[src/rtl/sr_bank_arbiter.sv]
// sr_bank_arbiter: round-robin controller for a bank of SR flags.
// Each cycle it grants one requester and applies that requester's set/reset
// command to a single bit of the bank. An S=R=1 command is reported on err
// and is never applied, so no bit can see both set and reset at once.
module sr_bank_arbiter #(
  parameter int NREQ = 4,
  parameter int AW   = 3
) (
  input  logic                      clk,
  input  logic                      reset,
  input  logic [NREQ-1:0]           req,
  input  logic [2*NREQ-1:0]         op,
  input  logic [AW*NREQ-1:0]        addr,
  output logic [NREQ-1:0]           gnt,
  output logic [(1<<AW)-1:0]        Q,
  output logic [(1<<AW)-1:0]        Q_bar,
  output logic                      err,
  output logic [$clog2(NREQ)-1:0]   err_id
);

  localparam int W  = 1 << AW;
  localparam int IW = $clog2(NREQ);

  logic [IW-1:0] ptr;
  logic [IW-1:0] winner;
  logic [IW-1:0] cand;
  logic [IW-1:0] ptr_next;
  logic          found;
  logic [1:0]    op_w;
  logic [AW-1:0] addr_w;
  logic [W-1:0]  q_next;
  logic          err_next;
  int            idx_int;

  // Search from ptr upward with wrap; the first active request wins and its op/addr are selected
  always_comb begin
    found   = 1'b0;
    winner  = '0;
    cand    = '0;
    idx_int = 0;
    op_w    = 2'b00;
    addr_w  = '0;
    if (!reset) begin
      for (int k = 0; k < NREQ; k++) begin
        idx_int = int'(ptr) + k;
        if (idx_int >= NREQ) idx_int = idx_int - NREQ;
        cand = IW'(idx_int);
        if (!found && req[cand]) begin
          found  = 1'b1;
          winner = cand;
        end
      end
      for (int k = 0; k < NREQ; k++) begin
        if (found && (winner == IW'(k))) begin
          op_w   = op[2*k +: 2];
          addr_w = addr[AW*k +: AW];
        end
      end
    end
  end

  assign gnt = found ? (NREQ'(1) << winner) : '0;

  // Decode the winner's command into the next bank value, the error flag and the advanced pointer
  always_comb begin
    q_next   = Q;
    err_next = 1'b0;
    ptr_next = ptr;
    if (found) begin
      ptr_next = (winner == IW'(NREQ-1)) ? '0 : winner + IW'(1);
      case (op_w)
        2'b10:   q_next[addr_w] = 1'b1;
        2'b01:   q_next[addr_w] = 1'b0;
        2'b11:   err_next = 1'b1;
        default: q_next = Q;
      endcase
    end
  end

  // Bank, its complement, pointer and error reporting all update together; reset overrides any grant
  always_ff @(posedge clk) begin
    if (reset) begin
      Q      <= '0;
      Q_bar  <= '1;
      ptr    <= '0;
      err    <= 1'b0;
      err_id <= '0;
    end else begin
      Q     <= q_next;
      Q_bar <= ~q_next;
      ptr   <= ptr_next;
      err   <= err_next;
      if (err_next) err_id <= winner;
    end
  end

endmodule

[config.mk]
export PLATFORM = sky130hd
export DESIGN_NAME = sr_bank_arbiter
export DESIGN_NICKNAME = d
export VERILOG_FILES = /design/src/rtl/sr_bank_arbiter.sv
export SDC_FILE = /design/constraint.sdc
export NUM_CORES = 1
export LEC_CHECK = 0
export CORE_MARGIN = 5
export CORE_UTILIZATION = 45
export CTS_CLUSTER_SIZE = 14
export DETAILED_ROUTE_END_ITERATION = 10
export GPL_TIMING_DRIVEN = 0
export PLACE_DENSITY = 0.79
export SYNTH_ARGS = -nofsm -noshare
export SYNTH_HDL_FRONTEND = slang
export SYNTH_SLANG_ARGS = --single-unit
[constraint.sdc]
create_clock -name clk -period 3.9 [get_ports clk]
set_clock_uncertainty 0.1 [all_clocks]
set_input_delay 0.585 -clock clk [delete_from_list [all_inputs] [get_ports clk]]
set_output_delay 0.585 -clock clk [all_outputs]
set_load 0.005 [all_outputs]
Yosys cells after proc, flatten, opt, wreduce, memory -nomap -nowiden
Index checks and enable logic that the tools add are counted.
{"block": "totals", "register_bits": 21, "in_bits": 26, "output_inout_bits": 23, "word_cells": 96}
{"block": "classes", "n_addsub": 8, "n_lt_le_gt_ge": 10, "n_eq_ne": 7, "n_shift": 1, "mux": 49, "bitwise_logic": 4, "n_reduce_logical": 12}
{"operator": "2-bit 2-to-1 mux", "count": 20}
{"operator": "1-bit 2-to-1 mux", "count": 16}
{"operator": "8-bit inverter", "count": 2}
{"operator": "8-bit one-hot mux with 2 select lines", "count": 1}
{"operator": "3-bit 2-to-1 mux", "count": 5}
{"operator": "2-bit by 3-bit less-than comparator with 1-bit output, second input constant", "count": 4}
{"operator": "2-bit equality test, second input constant", "count": 5}
{"operator": "3-bit >= comparator, second input constant", "count": 3}
{"operator": "8-bit AND", "count": 1}
{"operator": "1-bit binary-select mux with 2-bit select", "count": 4}
{"operator": "1-bit logical AND", "count": 8}
{"operator": "8-bit 2-to-1 mux", "count": 1}
{"operator": "8-bit bitwise OR", "count": 1}
{"operator": "2-bit by 1-bit subtractor with 2-bit output, second input constant", "count": 4}
{"operator": "2-bit by 2-bit adder with 3-bit output, second input constant", "count": 2}
{"operator": "2-bit by 1-bit equality test with 1-bit output, second input constant", "count": 2}
{"operator": "3-bit by 4-bit less-than comparator with 1-bit output, second input constant", "count": 1}
{"operator": "4-bit 2-to-1 mux", "count": 1}
{"operator": "1-bit by 2-bit << shifter with 4-bit output, first input constant", "count": 1}
{"operator": "2-bit by 1-bit adder with 3-bit output, second input constant", "count": 1}
{"operator": "1-bit demux with 3-bit select", "count": 1}
{"operator": "2-bit by 3-bit >= comparator with 1-bit output, second input constant", "count": 1}
{"operator": "3-bit by 1-bit >= comparator with 1-bit output, second input constant", "count": 1}
{"operator": "1-bit logical NOT", "count": 3}
{"operator": "2 further kinds", "count": 2}

Longest topological paths before layout
{"block": "depth", "depth_word": 35, "ltp_mapped": 14, "depth_no_buf": 13}

Worst setup path after synthesis
OpenSTA, ideal clock, no wires.
{"block": "synth_timing", "path_kind": "in2reg", "start": "input port req[3]", "end": "register Q_bar[0]", "setup_time_ns": 0.123, "arrival_time_ns": 3.106, "required_time_ns": 3.677, "slack_ns": 0.571, "path_stages": 13, "path_buffers": 2, "path_cell_list": "buf_2 -> or2_2 -> a211oi_2 -> nand2_1 -> a21oi_1 -> a21oi_1 -> or2_2 -> ha_1 -> nor2_1 -> a21oi_1 -> clkbuf_1 -> o21ai_0 -> mux2_1"}
{"block": "synth_between", "elab_chain_len": 32, "elab_cells_between_ends": 59, "classes_between": "2 x order compare; 5 x eq/ne; 36 x mux; 4 x bitwise; 12 x reduce/logical"}
{"element": "from (decl)", "line_no": "11", "rtl": "input logic [NREQ-1:0] req,"}
{"element": "1-bit binary-select mux with 2-bit select", "line_no": "48", "rtl": "if (!found && req[cand]) begin"}
{"element": "1-bit 2-to-1 mux (not written as such)", "line_no": "48"}
{"element": "1-bit 2-to-1 mux", "line_no": "48"}
{"element": "1-bit 2-to-1 mux", "line_no": "43", "rtl": "if (!reset) begin"}
{"element": "1-bit logical NOT", "line_no": "48"}
{"element": "1-bit logical AND", "line_no": "48"}
{"element": "1-bit 2-to-1 mux", "line_no": "48"}
{"element": "1-bit 2-to-1 mux", "line_no": "43"}
{"element": "(+16 left out)"}
{"element": "1-bit logical AND (not written as such)", "line_no": "72, 73"}
{"element": "1-bit 2-to-1 mux (not written as such)", "line_no": "72, 73"}
{"element": "1-bit demux with 3-bit select", "line_no": "72, 73"}
{"element": "8-bit inverter (no source line)"}
{"element": "8-bit AND (no source line)"}
{"element": "8-bit one-hot mux with 2 select lines", "line_no": "71", "rtl": "case (op_w)"}
{"element": "8-bit 2-to-1 mux *", "line_no": "69", "rtl": "if (found) begin"}
{"element": "8-bit inverter *", "line_no": "90", "rtl": "Q_bar <= ~q_next;"}
{"element": "to (signal assigned)", "line_no": "90"}
{"element": "to (decl)", "line_no": "16", "rtl": "output logic [(1<<AW)-1:0] Q_bar,"}
Every way passes the cells marked *; elsewhere a longest branch is shown, timed or not. The select of a mux whose other input is x is not followed.
A chain may end at the register's enable or synchronous reset.

Worst setup path in the final report
{"block": "layout_timing", "start": "input port req[1]", "end": "register Q_bar[0]"}
Same word-level chain as after synthesis.

==> results.md <==
- Outcome: finished, final reports clean
- Slew HR: 0.526
- Clock latency on the worst-skew pair: about 0.32 ns
- Die H: 66.5 um
- Min Tclk post-route: about 3.7 ns
- Sequential-to-total area share from yosys stat: 0.293
- Vias in the first global route: ~1500
- Worst-path clk slew: about 0.13 ns
- Total power: ~0.57 mW
- Endpoints failing setup: 0
- H-tree depth: 1
- Worst Max-Slew Pin Slew: about 0.71 ns
- Final period util: 0.956
- F_max: 0.268 GHz
- Cell Area, Synth: about 1400 sq um
- Mapped Cells: 172
- Largest fanout on the critical path: 7
- Critical path type: primary input to flip-flop
- Placer Congestion: between 0.8 and 0.9
- Synthesis-stage register bit count: 21
- Area delta synth->final: 37.7%
- Compound-cell area share of the yosys netlist: 0.296
- TritonCTS Buffers: 3
- Critical Path End Type: flip-flop
- Setup TNS: 0 ns
- Boundary pin count: between 40 and 50
- Worst vdd ir: approximately 180 uV
- Syn_area_per_cell: roughly 8.3 sq um
- Cell Pwr Density: around 290 nW/um^2
- Number of synthesized flops with an enable pin: 0
- Asr flop ratio synth: 0
- Die X: about 66 um
- Die footprint: between 4000 and 5000 sq um
- Leading area contributor after synthesis: dfxtp_1
- Clock Path Buffers: 2
- R2r setup slk: around 0.53 ns
- Crit path launch type: primary input
- Slew Limit Fails: 0
- Largest cells by area after synthesis: dfxtp_1 29%, a21oi_1 6.6%, ha_1 6.1%
- HP Class: flip-flop to flip-flop
- Synth Flop Type: dfxtp_1
- Largest family of logic cells by synthesized area: compound AO/OA/AOI/OAI gates
- Post-DR wirelength/cell: between 10 and 15 um
- Mux contribution to synthesized area: 0.0732
- Post-synthesis simple-gate area fraction: 0.221
- Final Hold Fails: 0
- Post-cts gate resize count: 0
- Max cap viols: 0
- Starting Density: 0.470
- DRT Pass-1 Iters: 4
- Final WL: 3870 um
- Synth warn: 0
- Largest net degree at the start of global routing: 13
- Clk sinks: 21
- Post-CTS Setup Inserts: 0
- Nets: between 200 and 300
- Layout cells sized above 1: 0.122
- DRC: 0
- Synth unique cells: between 40 and 50
- Leakage: between 0.7 and 0.8 nW
- Yosys top cell area share: 0.293
- Post-route insts no fill: around 270
- Initial antenna violation count: 0
- Most frequent cells after synthesis: 21 x dfxtp_1, 19 x a21oi_1, 18 x nand2_1, 14 x nor2_1, 9 x o21ai_0
- Global-route wire length before repair: about 6500 um
- Row cnt: 20
- Final ANT Viol Nets: 0
- Most frequent cell after synthesis: dfxtp_1
- Port Buf Inserts: 45
- Cells after DPL: roughly 260
- RSZ-0062 raised after global routing: false
- Via-to-Cell Ratio: between 5 and 6
- Synth Area in XOR/XNOR: 0
- Syn nets: between 200 and 250
- Hold buffer count at cts: 0
- GRT Overall Usage: 0.188
- Core Box Area: between 3000 and 4000 sq um
- Adder-cell share of the synthesized area: 0.0610
- Total number of vias: 1474
- Grt total ovfl: 0
- CTS root buf: clkbuf_4
- Detailed Route Iter0 Violations: 45
- DPL Wire Length: 3130 um
- Worst path required time: approximately 4 ns
- Post-layout util: 0.647
- CTS tree: yes
- Critical Path AT: ~3.8 ns
- Ant. Diodes: 0
-- stage by stage --
stage | area (sq um) | hold slack [ns] | setup slack (ns)
2_1_floorplan | 1440 | 0.363 | 0.571
3_3_place_gp | 1940 | 0.360 | -0.0738
3_5_place_dp | 1940 | 0.383 | -0.124
4_1_cts | 1970 | 0.401 | 0.128
5_1_grt | 1980 | 0.411 | 0.0129
6_report | 1980 | 0.389 | 0.171
-- cell type report --
type | count | area, sq um
multi-input cells | 135 | 941
clock inverters | 1 | 5.00
well taps | 44 | 55.1
repair buffers | 45 | 450
inverters | 8 | 30.0
flip-flops and latches | 21 | 420
fillers | 282 | 1080
clock buffers | 3 | 22.5
plain buffers | 8 | 51.3
-- metal layers --
layer,vias to the layer above,share of wire,wire [um],global-route usage
met5,-,0,0,0
met4,0,0.028,108,0.0863
met3,11,0.076,295,0.0455
met2,51,0.47,1810,0.315
met1,691,0.43,1650,0.225
li1,721,-,-,-
-- critical path: stages --
cell             delay [ns]
clkdlybuf4s50_1        0.65
inv_2                  0.13
a311oi_4               0.37
nor2_1                 0.14
o21ai_0                0.19
a21oi_1                0.09
a21oi_1                0.23
or2_2                  0.17
ha_1                   0.23
or3_1                  0.39
nor2_1                 0.27
a21oi_1                0.10
mux2_1                 0.30
-- final timing paths --
| check | start | end | depth (start not counted) |
|---|---|---|---|
| hold / removal | err_id[1] | err_id[1] | 2 |
| setup / recovery | req[1] | Q_bar[0] | 13 |
| hold reg to reg | err_id[1] | err_id[1] | 2 |
| setup reg to reg | ptr[1] | Q_bar[0] | 13 |
-- cells by family after synthesis --
group / after synthesis
buffers and inverters: 16
muxes: 10
adders and majority gates: 7
AOI/OAI and AO/OA: 57
DFF: 21
and+or+nand+nor: 61
-- report_power, final --
| group | internal, mW | total [mW] | switching (mW) | leakage [nW] |
|---|---|---|---|---|
| clock | 0.0384 | 0.111 | 0.0727 | 0.0177 |
| combinational | 0.108 | 0.226 | 0.118 | 0.607 |
| sequential | 0.228 | 0.234 | 0.00662 | 0.171 |
-- layout by cell type (no fill, tap or decap), types with 2 or more instances in the layout --
| cell type | count |
|---|---|
| or2_1 | 2 |
| o221a_2 | 2 |
| o21bai_1 | 3 |
| clkdlybuf4s50_1 | 45 |
| nand2_1 | 18 |
| buf_4 | 3 |
| o22ai_1 | 3 |
| a211o_1 | 2 |
| clkbuf_1 | 2 |
| nor2_1 | 14 |
| ha_1 | 7 |
| o21ai_0 | 9 |
| or3_1 | 2 |
| dfxtp_1 | 21 |
| mux2_1 | 3 |
| and2_1 | 4 |
| or2_2 | 4 |
| inv_1 | 7 |
| nor3_1 | 4 |
| a211oi_1 | 3 |
| nand2b_1 | 2 |
| mux2i_1 | 6 |
| a21oi_1 | 19 |
| nor2b_1 | 4 |
| o211a_1 | 2 |
| clkbuf_4 | 3 |
No activity file was read; power rests on OpenSTA's default activity.
==> RTL change 1: new RTL, same flow settings <==
Put one more register stage on the output `err`, without a reset. The value now appears one clock later. The other outputs are not delayed to match.
--- a/src/rtl/sr_bank_arbiter.sv
+++ b/src/rtl/sr_bank_arbiter.sv
@@ -21,4 +21,6 @@
   localparam int W  = 1 << AW;
   localparam int IW = $clog2(NREQ);
+
+  logic err_s0;
 
   logic [IW-1:0] ptr;
@@ -84,5 +86,5 @@
       Q_bar  <= '1;
       ptr    <= '0;
-      err    <= 1'b0;
+      err_s0 <= 1'b0;
       err_id <= '0;
     end else begin
@@ -90,9 +92,13 @@
       Q_bar <= ~q_next;
       ptr   <= ptr_next;
-      err   <= err_next;
+      err_s0 <= err_next;
       if (err_next) err_id <= winner;
     end
   end
 
+  always_ff @(posedge clk) begin
+    err <= err_s0;
+  end
+
 endmodule
 
Behaviour: not the same (Yosys sat finds a counterexample within 4 cycles, from zero or initial values and one cycle with reset high).
==> RTL change 1 against the original RTL <==
Final cell count fell by 1.1%; setup slack improved by 0.25 ns; synthesized area rose by 2.0%; sequential cell count rose by 1; cell area rose by 1.8%; highest routed layer unchanged; sequential share of layout area rose by 0.61 points; wire length rose by 7.7%; worst hold slack got worse by 0.15 ns; total power rose by 13%; utilization rose by 0.65 points.
==> RTL change 1: results (changes against the original RTL) <==
* Signal buf overhead at 24.8% (-0.58 points)
* Syn Inst Count at 170 (-1.2%)
* Area contributors post-synth: dfxtp_1 (30%), ha_1 (6.0%), nor2_1 (4.1%), a21oi_1 (3.8%), mux2i_1 (2.7%)
* Drt first pass iters at 5 (+1)
* Routed len/inst at 15.9 µm (+8.9%)
* Power density cells at 320 mW/mm² (+11%)
* Post-Syn Nets at 203 (-0.98%)
* Vias in the first global route at 1525 (+4.1%)
* Worst Tran Pin Value at 0.745 ns (+0.0337 ns)
* Routability Congestion at 0.883 (+3.8%)
* Comb_multi_in at 131 (-3.0%)
* Leak at 0.807 nW (+1.5%)
* CP top delay family: simple AND/OR/NAND/NOR gates
* Status: finished, final reports clean
* Most frequent cells after synthesis: dfxtp_1 (22), nor2_1 (16), a21oi_1 (11)
* DR WL met2 at 2.07 mm (+14%)
* Fill count at 280 (-0.71%)
* Total GRT Usage at 19.8% (+0.98 points)
* Area of the multi-input gates at 931 µm² (-1.1%)
* Seq area share at 21.9% (+0.61 points)
* Invs w/o clock at 9 (+1)
* Vias/cell at 5.76 (+3.5%)
* Cell variety after synth at 58 (+18%)
* Buffers excl. clock at 52 (-1.9%)
* Clock network area share at 2.61% (+1.2 points)
* Port bufs at 44 (-2.2%)
* CTS Sinks at 22 (+4.8%)
* Worst VDD drop at 0.213 mV (+20%)
* Arrival time worst endpoint at 2.79 ns (-1.05 ns)
* Sequential cell power at 241 µW (+3%)
* Largest net degree at the start of global routing at 14 (+1)
* Nets at 252 (-1.2%)
* Synth Warn # at 0 (unchanged)
* Switching pwr at 203 µW (+2.9%)
* Crit. Startpoint: req[3]
* Global Route met3 Usage at 5.73% (+1.2 points)
* Fraction of area in multi-input gates at 46.3% (-1.4 points)
* Dpl cell area at 0.00196 mm² (+0.97%)
* Largest fanout on the critical path at 10 (+3)
* Crit-path slowest cell: nor4_1
* DP Wirelength at 3.36 mm (+7.4%)
* Length of routed met3 wiring at 333 µm (+13%)
* M1 GR Usage at 23.1% (+0.55 points)
* Seq/Total Area, Yosys at 30.1% (+0.79 points)
* EDFF count, synth at 0 (unchanged)
RTL change 1: metrics by stage:
| stage | hold WS [ns] | worst slack [ns] |
|---|---|---|
| after floorplan | 0.210 | 0.746 |
| after CTS | 0.244 | 0.428 |
| final | 0.244 | 0.426 |
| after global routing | 0.259 | 0.198 |
| after detailed placement | 0.214 | 0.275 |
| after global placement | 0.213 | 0.435 |
RTL change 1: worst paths after layout:
kind | cells past startpoint | endpoint | slack (ns)
setup / recovery | 9 | gnt[1] | 0.43
hold / removal | 0 | err | 0.24
setup reg to reg | 13 | register | 0.50
hold reg to reg | 0 | err | 0.24
RTL change 1: logic make-up after synthesis:
logic type                 Yosys count  share of synthesized area, %
AOI/OAI and AO/OA                   54                          29.3
adders and majority gates            7                          5.98
DFF                                 22                          30.1
muxes                                6                          4.27
and+or+nand+nor                     64                          24.0
buffers and inverters               17                          6.32
==> RTL change 2: new RTL, same flow settings <==
Made on the original files. Change the parameter `NREQ` from 4 to 2.
--- a/src/rtl/sr_bank_arbiter.sv
+++ b/src/rtl/sr_bank_arbiter.sv
@@ -4,5 +4,5 @@
 // and is never applied, so no bit can see both set and reset at once.
 module sr_bank_arbiter #(
-  parameter int NREQ = 4,
+  parameter int NREQ = 2,
   parameter int AW   = 3
 ) (
Ports: changed (5 resized); port bits go from 49 to 34. No check against the original RTL was run, so the function may have changed too.
==> RTL change 2 against the original RTL <==
Sequential cell count shrank 2; clock power shrank 7%; setup slack gained 0.10 ns; wire length shrank 40%; worst hold slack gained 0.021 ns; total power shrank 31%; synthesized cell count shrank 51%; synthesized area shrank 33%; cell area shrank 32%; critical path depth shrank 1; largest cell class unchanged; largest power group unchanged; highest routed layer unchanged.
==> RTL change 2: results (changes against the original RTL) <==
* Status: finished, final reports clean
* Leak at 0.450 nW (-43%)
* Cells after DPL at 143 (-45%)
* Worst hold slack at 0.410 ns (+0.0214 ns)
* Largest net degree at the start of global routing at 12 (-1)
* Reg2reg setup slack at 1.19 ns (+0.66 ns)
* First-pass GRT wire length at 3.68 mm (-43%)
* Crit. Startpoint: reset
* Worst Setup EP: Q_bar[5]
* Largest stage delay on the critical path at 0.48 ns (-0.17 ns)
* Largest fanout on the critical path at 10 (+3)
* FMAX at 0.276 GHz (+2.9%)
* Comb. pwr at 87.9 µW (-61%)
* Global Route met3 Usage at 3.02% (-1.5 points)
* Die area at 0.00316 mm² (-28%)
* Layout Cells excl Fill at 147 (-45%)
* Arrival time worst endpoint at 3.72 ns (-0.12 ns)
* Seq/Total Area, Yosys at 39.5% (+10 points)
* Pre-CTS WS at -0.0443 ns (+0.0796 ns)
* CP top delay family: buffers and inverters
* Slew margin rel. at 66.7% (+14 points)
* Worst skew pair latency at 0.30 ns (-0.02 ns)
* Routability Congestion at 0.763 (-10%)
* Fill count at 161 (-43%)
* Switching pwr at 112 µW (-43%)
* DP Wirelength at 1.75 mm (-44%)
* DR WL met2 at 1.19 mm (-35%)
* Vias in the first global route at 792 (-46%)
* Syn Inst Count at 84 (-51%)
* Worst VDD drop at 0.189 mV (+6.9%)
* Most frequent cells after synthesis: dfxtp_1 (19), a22oi_1 (9), a211o_1 (6), a211oi_1 (6)
==> RTL change 2: cell families after synthesis <==
logic type	synth area share, %
fa+ha+maj	3.90
compound gates	36.4
buf+inv	4.29
simple gates	15.9
flops	39.5
==> RTL change 2: worst min-delay path by stage <==
stage | cells after the start | start | endpoint
after global routing | 2 | ptr | ptr
after CTS | 2 | ptr | ptr
after floorplan | 2 | ptr | ptr
final | 2 | ptr | ptr
after global placement | 2 | err_id | err_id
after detailed placement | 2 | err_id | err_id
==> RTL change 2: area by class of cell <==
class	count	share of cell area (%)
Inverter	4	1.12
Multi-Input combinational cell	56	40.2
Sequential cell	19	28.3
Timing Repair Buffer	32	23.8
Tap cell	27	2.51
Clock buffer	3	1.68
Buffer	5	1.96
Clock inverter	1	0.372
==> RTL change 2: per-stage QoR <==
stage	cell area [µm²]	utilization, %	total power [mW]
floorplan	962	-	0.258
global placement	1320	65.8	0.292
detailed placement	1320	65.8	0.295
CTS	1340	67.1	0.393
global route	1340	67.1	0.413
finish	1340	67.1	0.393
